--- src/rtl/fifo_ddr_write_sched_if.sv ---
`default_nettype none
// ==========================================================================
// fifo_ddr_write_sched_if : DDR burst command + write-data channel bundle
// Rev 1.0
// ==========================================================================
interface fifo_ddr_write_sched_if #(
  parameter int ADDR_W = 24,
  parameter int DATA_W = 16
);
  logic              o_cmd_valid;
  logic              i_cmd_ready;
  logic [ADDR_W-1:0] o_cmd_addr;
  logic [7:0]        o_cmd_len;
  logic              o_wr_valid;
  logic              i_wr_ready;
  logic [DATA_W-1:0] o_wr_data;
  logic              o_wr_last;

  modport master (
    output o_cmd_valid, o_cmd_addr, o_cmd_len, o_wr_valid, o_wr_data, o_wr_last,
    input  i_cmd_ready, i_wr_ready
  );

  modport slave (
    input  o_cmd_valid, o_cmd_addr, o_cmd_len, o_wr_valid, o_wr_data, o_wr_last,
    output i_cmd_ready, i_wr_ready
  );
endinterface
`default_nettype wire

--- src/rtl/fifo_ddr_write_sched.sv ---
`default_nettype none
// ==========================================================================
// fifo_ddr_write_sched : drains a FWFT word FIFO into DDR write bursts
// Rev 1.0
// ==========================================================================
module fifo_ddr_write_sched #(
  parameter int DATA_W       = 16,
  parameter int ADDR_W       = 24,
  parameter int CNT_W        = 10,
  parameter int BURST_LEN    = 16,
  parameter int BASE_ADDR    = 0,
  parameter int REGION_WORDS = 4096,
  parameter int TIMEOUT      = 1000
) (
  input  wire logic              i_clk,
  input  wire logic              i_rst,
  input  wire logic              i_enable,
  input  wire logic              i_fifo_empty,
  input  wire logic [CNT_W-1:0]  i_fifo_count,
  input  wire logic [DATA_W-1:0] i_fifo_data,
  output logic                   o_fifo_rd_en,
  fifo_ddr_write_sched_if.master ddr,
  output logic                   o_busy,
  output logic                   o_wrap,
  output logic [31:0]            o_words_written
);

  localparam int XW = ((ADDR_W > CNT_W) ? ADDR_W : CNT_W) + 2;
  localparam int IW = $clog2(TIMEOUT) + 1;
  localparam logic [XW-1:0]     BURST_X    = XW'(BURST_LEN);
  localparam logic [XW-1:0]     END_X      = XW'(BASE_ADDR + REGION_WORDS);
  localparam logic [ADDR_W-1:0] BASE_A     = ADDR_W'(BASE_ADDR);
  localparam logic [IW-1:0]     IDLE_LIMIT = IW'(TIMEOUT - 1);

  typedef enum logic [1:0] {
    IDLE = 2'd0,
    CMD  = 2'd1,
    DATA = 2'd2
  } state_t;

  state_t            state_q;
  logic [ADDR_W-1:0] addr_q;
  logic [7:0]        len_q;
  logic [7:0]        beat_q;
  logic [IW-1:0]     idle_cnt_q;
  logic [31:0]       words_q;
  logic              cmd_valid_q;
  logic              wrap_q;
  logic              busy_q;

  logic [XW-1:0] w_cnt_x;
  logic [XW-1:0] w_rem_x;
  logic [XW-1:0] w_len_x;
  logic [XW-1:0] w_next_x;
  logic [7:0]    len_d;
  logic          w_trigger;
  logic          w_in_data;
  logic          w_wr_valid;
  logic          w_beat_acc;
  logic          w_last;

  // Burst length is clipped by fill level and by the words left before the ring end.
  always_comb begin
    w_cnt_x  = XW'(i_fifo_count);
    w_rem_x  = END_X - XW'(addr_q);
    w_len_x  = BURST_X;
    if (w_cnt_x < w_len_x) w_len_x = w_cnt_x;
    if (w_rem_x < w_len_x) w_len_x = w_rem_x;
    w_next_x = XW'(addr_q) + XW'(len_q);
  end

  assign len_d      = 8'(w_len_x);
  assign w_trigger  = i_enable && ((w_cnt_x >= BURST_X) ||
                      ((i_fifo_count != '0) && (idle_cnt_q == IDLE_LIMIT)));
  // Reset gates the data channel so an abandoned burst pops nothing further.
  assign w_in_data  = (state_q == DATA) && !i_rst;
  assign w_wr_valid = w_in_data && !i_fifo_empty;
  assign w_beat_acc = w_wr_valid && ddr.i_wr_ready;
  assign w_last     = w_in_data && (beat_q == (len_q - 8'd1));

  always_ff @(posedge i_clk) begin
    if (i_rst) begin
      state_q     <= IDLE;
      addr_q      <= BASE_A;
      len_q       <= 8'd0;
      beat_q      <= 8'd0;
      idle_cnt_q  <= '0;
      words_q     <= 32'd0;
      cmd_valid_q <= 1'b0;
      wrap_q      <= 1'b0;
      busy_q      <= 1'b0;
    end else begin
      wrap_q <= 1'b0;
      case (state_q)
        IDLE: begin
          len_q <= len_d;
          if (w_trigger) begin
            state_q     <= CMD;
            cmd_valid_q <= 1'b1;
            busy_q      <= 1'b1;
            idle_cnt_q  <= '0;
          end else if (!i_enable || (i_fifo_count == '0)) begin
            idle_cnt_q <= '0;
          end else if (w_cnt_x < BURST_X) begin
            idle_cnt_q <= idle_cnt_q + IW'(1);
          end
        end
        CMD: begin
          if (ddr.i_cmd_ready) begin
            state_q     <= DATA;
            cmd_valid_q <= 1'b0;
            beat_q      <= 8'd0;
          end
        end
        DATA: begin
          if (w_beat_acc) begin
            beat_q  <= beat_q + 8'd1;
            words_q <= words_q + 32'd1;
            if (w_last) begin
              state_q <= IDLE;
              busy_q  <= 1'b0;
              if (w_next_x == END_X) begin
                addr_q <= BASE_A;
                wrap_q <= 1'b1;
              end else begin
                addr_q <= ADDR_W'(w_next_x);
              end
            end
          end
        end
        default: state_q <= IDLE;
      endcase
    end
  end

  assign ddr.o_cmd_valid = cmd_valid_q;
  assign ddr.o_cmd_addr  = addr_q;
  assign ddr.o_cmd_len   = len_q;
  assign ddr.o_wr_valid  = w_wr_valid;
  assign ddr.o_wr_data   = i_fifo_data;
  assign ddr.o_wr_last   = w_last;
  assign o_fifo_rd_en    = w_beat_acc;
  assign o_busy          = busy_q;
  assign o_wrap          = wrap_q;
  assign o_words_written = words_q;

endmodule
`default_nettype wire

--- src/flat_wrapper.sv ---
// flat-port wrapper written by rule: the top's interface ports become plain ports
module fifo_ddr_write_sched_flat 
#(
  parameter int DATA_W       = 16,
  parameter int ADDR_W       = 24,
  parameter int CNT_W        = 10,
  parameter int BURST_LEN    = 16,
  parameter int BASE_ADDR    = 0,
  parameter int REGION_WORDS = 4096,
  parameter int TIMEOUT      = 1000
)
  (i_clk, i_rst, i_enable, i_fifo_empty, i_fifo_count, i_fifo_data, o_fifo_rd_en, o_busy, o_wrap, o_words_written, ddr_o_cmd_valid, ddr_o_cmd_addr, ddr_o_cmd_len, ddr_o_wr_valid, ddr_o_wr_data, ddr_o_wr_last, ddr_i_cmd_ready, ddr_i_wr_ready);
  fifo_ddr_write_sched_if #(.ADDR_W(ADDR_W), .DATA_W(DATA_W)) ddr_i ();
  input  wire logic i_clk;
  input  wire logic i_rst;
  input  wire logic i_enable;
  input  wire logic i_fifo_empty;
  input  wire logic [CNT_W-1:0] i_fifo_count;
  input  wire logic [DATA_W-1:0] i_fifo_data;
  output logic o_fifo_rd_en;
  output logic o_busy;
  output logic o_wrap;
  output logic [31:0] o_words_written;
  output wire logic [$bits(ddr_i.o_cmd_valid)-1:0] ddr_o_cmd_valid;
  output wire logic [$bits(ddr_i.o_cmd_addr)-1:0] ddr_o_cmd_addr;
  output wire logic [$bits(ddr_i.o_cmd_len)-1:0] ddr_o_cmd_len;
  output wire logic [$bits(ddr_i.o_wr_valid)-1:0] ddr_o_wr_valid;
  output wire logic [$bits(ddr_i.o_wr_data)-1:0] ddr_o_wr_data;
  output wire logic [$bits(ddr_i.o_wr_last)-1:0] ddr_o_wr_last;
  input wire logic [$bits(ddr_i.i_cmd_ready)-1:0] ddr_i_cmd_ready;
  input wire logic [$bits(ddr_i.i_wr_ready)-1:0] ddr_i_wr_ready;
  assign ddr_o_cmd_valid = ddr_i.o_cmd_valid;
  assign ddr_o_cmd_addr = ddr_i.o_cmd_addr;
  assign ddr_o_cmd_len = ddr_i.o_cmd_len;
  assign ddr_o_wr_valid = ddr_i.o_wr_valid;
  assign ddr_o_wr_data = ddr_i.o_wr_data;
  assign ddr_o_wr_last = ddr_i.o_wr_last;
  assign ddr_i.i_cmd_ready = ddr_i_cmd_ready;
  assign ddr_i.i_wr_ready = ddr_i_wr_ready;
  fifo_ddr_write_sched #(.DATA_W(DATA_W), .ADDR_W(ADDR_W), .CNT_W(CNT_W), .BURST_LEN(BURST_LEN), .BASE_ADDR(BASE_ADDR), .REGION_WORDS(REGION_WORDS), .TIMEOUT(TIMEOUT)) u_core (.i_clk(i_clk), .i_rst(i_rst), .i_enable(i_enable), .i_fifo_empty(i_fifo_empty), .i_fifo_count(i_fifo_count), .i_fifo_data(i_fifo_data), .o_fifo_rd_en(o_fifo_rd_en), .ddr(ddr_i), .o_busy(o_busy), .o_wrap(o_wrap), .o_words_written(o_words_written));
endmodule
--- config.mk ---
export PLATFORM = sky130hd
export DESIGN_NAME = fifo_ddr_write_sched_flat
export DESIGN_NICKNAME = d
export VERILOG_FILES = /design/src/rtl/fifo_ddr_write_sched_if.sv /design/src/rtl/fifo_ddr_write_sched.sv /design/src/flat_wrapper.sv
export SDC_FILE = /design/constraint.sdc
export NUM_CORES = 1
export LEC_CHECK = 0
export ABC_AREA = 1
export BUFFER_PORTS_ARGS = -buffer_cell sky130_fd_sc_hd__clkbuf_2
export CAP_MARGIN = 40
export CORE_ASPECT_RATIO = 1.4
export CORE_MARGIN = 8
export CORE_UTILIZATION = 36
export CTS_CLUSTER_DIAMETER = 40
export DETAILED_ROUTE_END_ITERATION = 16
export PLACE_DENSITY_LB_ADDON = 0.3
export SYNTH_ARGS = -nofsm -noshare
export SYNTH_HDL_FRONTEND = slang
export SYNTH_SLANG_ARGS = --single-unit
export TNS_END_PERCENT = 1
--- constraint.sdc ---
create_clock -name i_clk -period 2.3 [get_ports i_clk]
set_input_delay 0.46 -clock i_clk [delete_from_list [all_inputs] [get_ports i_clk]]
set_output_delay 0.46 -clock i_clk [all_outputs]
set_load 0.01 [all_outputs]
==> impl_metrics.toml <==
[timing]
slew_viol_final = 0
relSlewSlack_pct = 50.4
max_freq_mhz = 411
finalClockSkew_ns = 0.0106
finalHoldViolations = 0
rsz0062_at_grt = "yes"
finalCritPeriodShare_pct = 106
worst_slew_pin_slew_ns = 0.744
setup_viol = 11
min_period_ns = 2.43
tns_ns = -0.797
setup_slack_ns = -0.130

[synthesis]
seq_area_frac_synth_pct = 28.4
synth-async-reset-ratio_pct = 0
yosys.cell_types.count = 46
ys_ff_latch = 88
synth-edff-count = 0
synth_flop_cell = "dfxtp_1"
netlist_instances = 945
synth_area_um2 = 6210
syn_area_per_cell_um2 = 6.57
yosys_warnings = 0

[clock_tree]
cts_tree = "yes"
clock_path_buffers = 2
cts_sinks = 88
clkLatencyLatePin_ns = 0.34
cts-root-buf = "clkbuf_16"
hold_buffers = 0
htreeDepth = 3
cts_made_buffers = 9
clk_pin_slew_ns = 0.07

[power]
p_clk_share_pct = 48.7
post-layout-total-power_uw = 3440
pwr_density_cell_nw_per_um2 = 434
peakVddDrop_mv = 0.323
pwr-share-seq_pct = 44.8
combPwrFrac_pct = 6.5
power.switching_uw = 829
p_int_uw = 2610
p_leak_uw = 0.00352
swShare_pct = 24.1

[setup_path]
critPathBufInv = 1
cp_common_cell = "nand2_1"
rr_startpoint = "u_core.ddr.o_cmd_addr[7]"
slowest_delay_ns = 0.42
cpLargestDelayFamily = "simple AND/OR/NAND/NOR gates"
worst_setup_path_start_kind = "register"
critPathLaunch = "u_core.ddr.o_cmd_addr[7]"
cp_max_fo = 9
worstPathArrival_ns = 2.70
setup.worst_path.end_class = "register"
crit_chain = "ha_1, nand2_1, inv_1, a21oi_2, nand3_2, nand2_1, nand2_1, nor3_2, nand4_1, nor2_1, nand3_1, nor2_1"
crit_path_top_delay_cell = "dfxtp_1"
worstSetupPathType = "reg2reg"
crit_required_ns = 2.57

[job]
drv_cap = 0

[global_route]
track_usage_pct = 16.7
grt_max_degree = 58
grt_pass1_vias = 6289
grt_remaining_overflow = 0
grt_pass1_wl_um = 29400
antenna_found_initial = 0

[cells_and_area]
nFillCells = 1774
area_growth_pct = 27.6
num_antenna_cells = 0
post_route_cells_drive_above_1_share_pct = 25.8
final_cell_mix = "211 x nand2_1, 114 x inv_1, 104 x nor2_1"
final_common_cell = "nand2_1"
final_nets = 1143
ff_latch_area_um2 = 1780
multi_input_area_um2 = 4040

[placed_design]
port_buffers = 85
hpwl_um = 14500
place_congestion = 0.929

[die]
core_um2 = 17100
start_util_pct = 36.3
dieWidth_um = 127
rows = 57
io_pins = 118
die_y_um = 171
die_area_um2 = 21800

[run_status]
status = "finished with violations"
violations = "negative setup slack"

[detailed_routing]
wl_per_cell_um = 14.0
vias_per_cell = 4.98
firstDrtPassIters = 7
drc_errors = 0
vias = 6474
drt-total-wl_um = 18200
drt_iter0_drc = 334
postRouteAntennaNets = 0

[worst_hold_path]
min_path_type = "in2reg"
hold_start = "ddr_i_cmd_ready"
==> registers in the layout, indices dropped and copies added (netlist names) <==
| name | flops |
|---|---|
| u_core.ddr.o_cmd_len | 8 |
| u_core.o_busy | 1 |
| u_core.o_words_written | 32 |
| u_core.state_q | 2 |
| u_core.o_wrap | 1 |
| u_core.idle_cnt_q | 11 |
| u_core.beat_q | 8 |
| u_core.ddr.o_cmd_valid | 1 |
| u_core.ddr.o_cmd_addr | 24 |
==> layout make-up <==
type	instances	area share, %
inverter	126	6.10
clock buffer	10	3.02
multi-input combinational	704	51.0
timing repair buffer	159	12.9
tap	206	3.25
sequential	88	22.5
clock inverter	6	1.26
==> path summary, 6_finish.rpt <==
| path | end | slack [ns] | depth (start not counted) |
|---|---|---|---|
| worst max-delay path | u_core.o_wrap | -0.13 | 12 |
| worst max register to register | u_core.o_wrap | -0.13 | 12 |
| worst min register to register | u_core.o_busy | 0.49 | 2 |
| worst min-delay path | u_core.state_q[1] | 0.39 | 3 |
==> worst register-to-register path: cells and delay by family (launching register included) <==
family                     cells  cell delay, ns
and+or+nand+nor                9            1.36
DFF                            1            0.42
adders and majority gates      1            0.31
AOI/OAI and AO/OA              1            0.19
buffers and inverters          1            0.07
==> logic make-up (layout without fill, tap and decap cells) <==
kind of cell	Yosys count	after routing	synth area share [%]
other	1	5	0.0604
XOR/XNOR	39	39	5.50
AND/OR/NAND/NOR	520	520	38.6
AO/OA/AOI/OAI	117	117	11.9
adder cells (fa/ha/maj)	23	23	4.76
buffers and inverters	157	301	10.8
flip-flops	88	88	28.4
==> metrics by stage <==
step / cell area [um^2] / util (%) / hold slack [ns] / cells / setup WS [ns]
CTS: 7700 / 45.0 / 0.377 / 1295 / -0.165
floorplan: 6230 / - / 0.456 / 949 / 0.0536
global placement: 7240 / 42.3 / 0.460 / 1276 / -0.118
global route: 7920 / 46.3 / 0.416 / 1299 / -0.257
detailed placement: 7240 / 42.3 / 0.475 / 1276 / -0.163
finish: 7920 / 46.3 / 0.390 / 1299 / -0.130
==> cell usage after synthesis (5+ instances only) <==
cell type / number / area (um^2)
xor2_1: 28 / 245
inv_1: 122 / 458
dfxtp_1: 88 / 1760
nor2_2: 9 / 56.3
nand2_1: 217 / 815
o21ai_1: 5 / 25.0
nor2_1: 119 / 447
o21ai_0: 29 / 145
o21a_1: 5 / 37.5
nand2_2: 7 / 43.8
nand3_1: 67 / 335
buf_4: 17 / 128
a21oi_1: 49 / 245
xnor2_1: 11 / 96.3
nor3b_1: 5 / 37.5
nor2_4: 6 / 67.6
ha_1: 22 / 275
clkbuf_1: 9 / 33.8
nand3b_1: 9 / 67.6
nand4_1: 18 / 113
nor3_1: 39 / 195
a211oi_2: 13 / 163
nand3_2: 5 / 50.1
==> routing by layer <==
metal / share of wire (%) / up-vias / GRT usage, %
li1: - / 3357 / -
met1: 40 / 2929 / 17.2
met2: 53 / 153 / 31.7
met3: 4.2 / 35 / 3.63
met4: 3.2 / 0 / 7.47
met5: 0 / - / 0
==> timing repair <==
action                     4_1_cts  5_1_grt
pin swaps                       20       23
gates resized for setup         29       49
buffers inserted                 3        4
setup endpoints to repair       11       33
==> power by group through the flow <==
stage / combinational [uW] / sequential, uW / clock [uW]
after floorplan: 165 / 1580 / 0
final: 223 / 1540 / 1670
after global placement: 212 / 1580 / 0
after CTS: 218 / 1540 / 1710
after global routing: 250 / 1540 / 1790
after detailed placement: 213 / 1580 / 0
No activity file was read; power rests on OpenSTA's default activity.
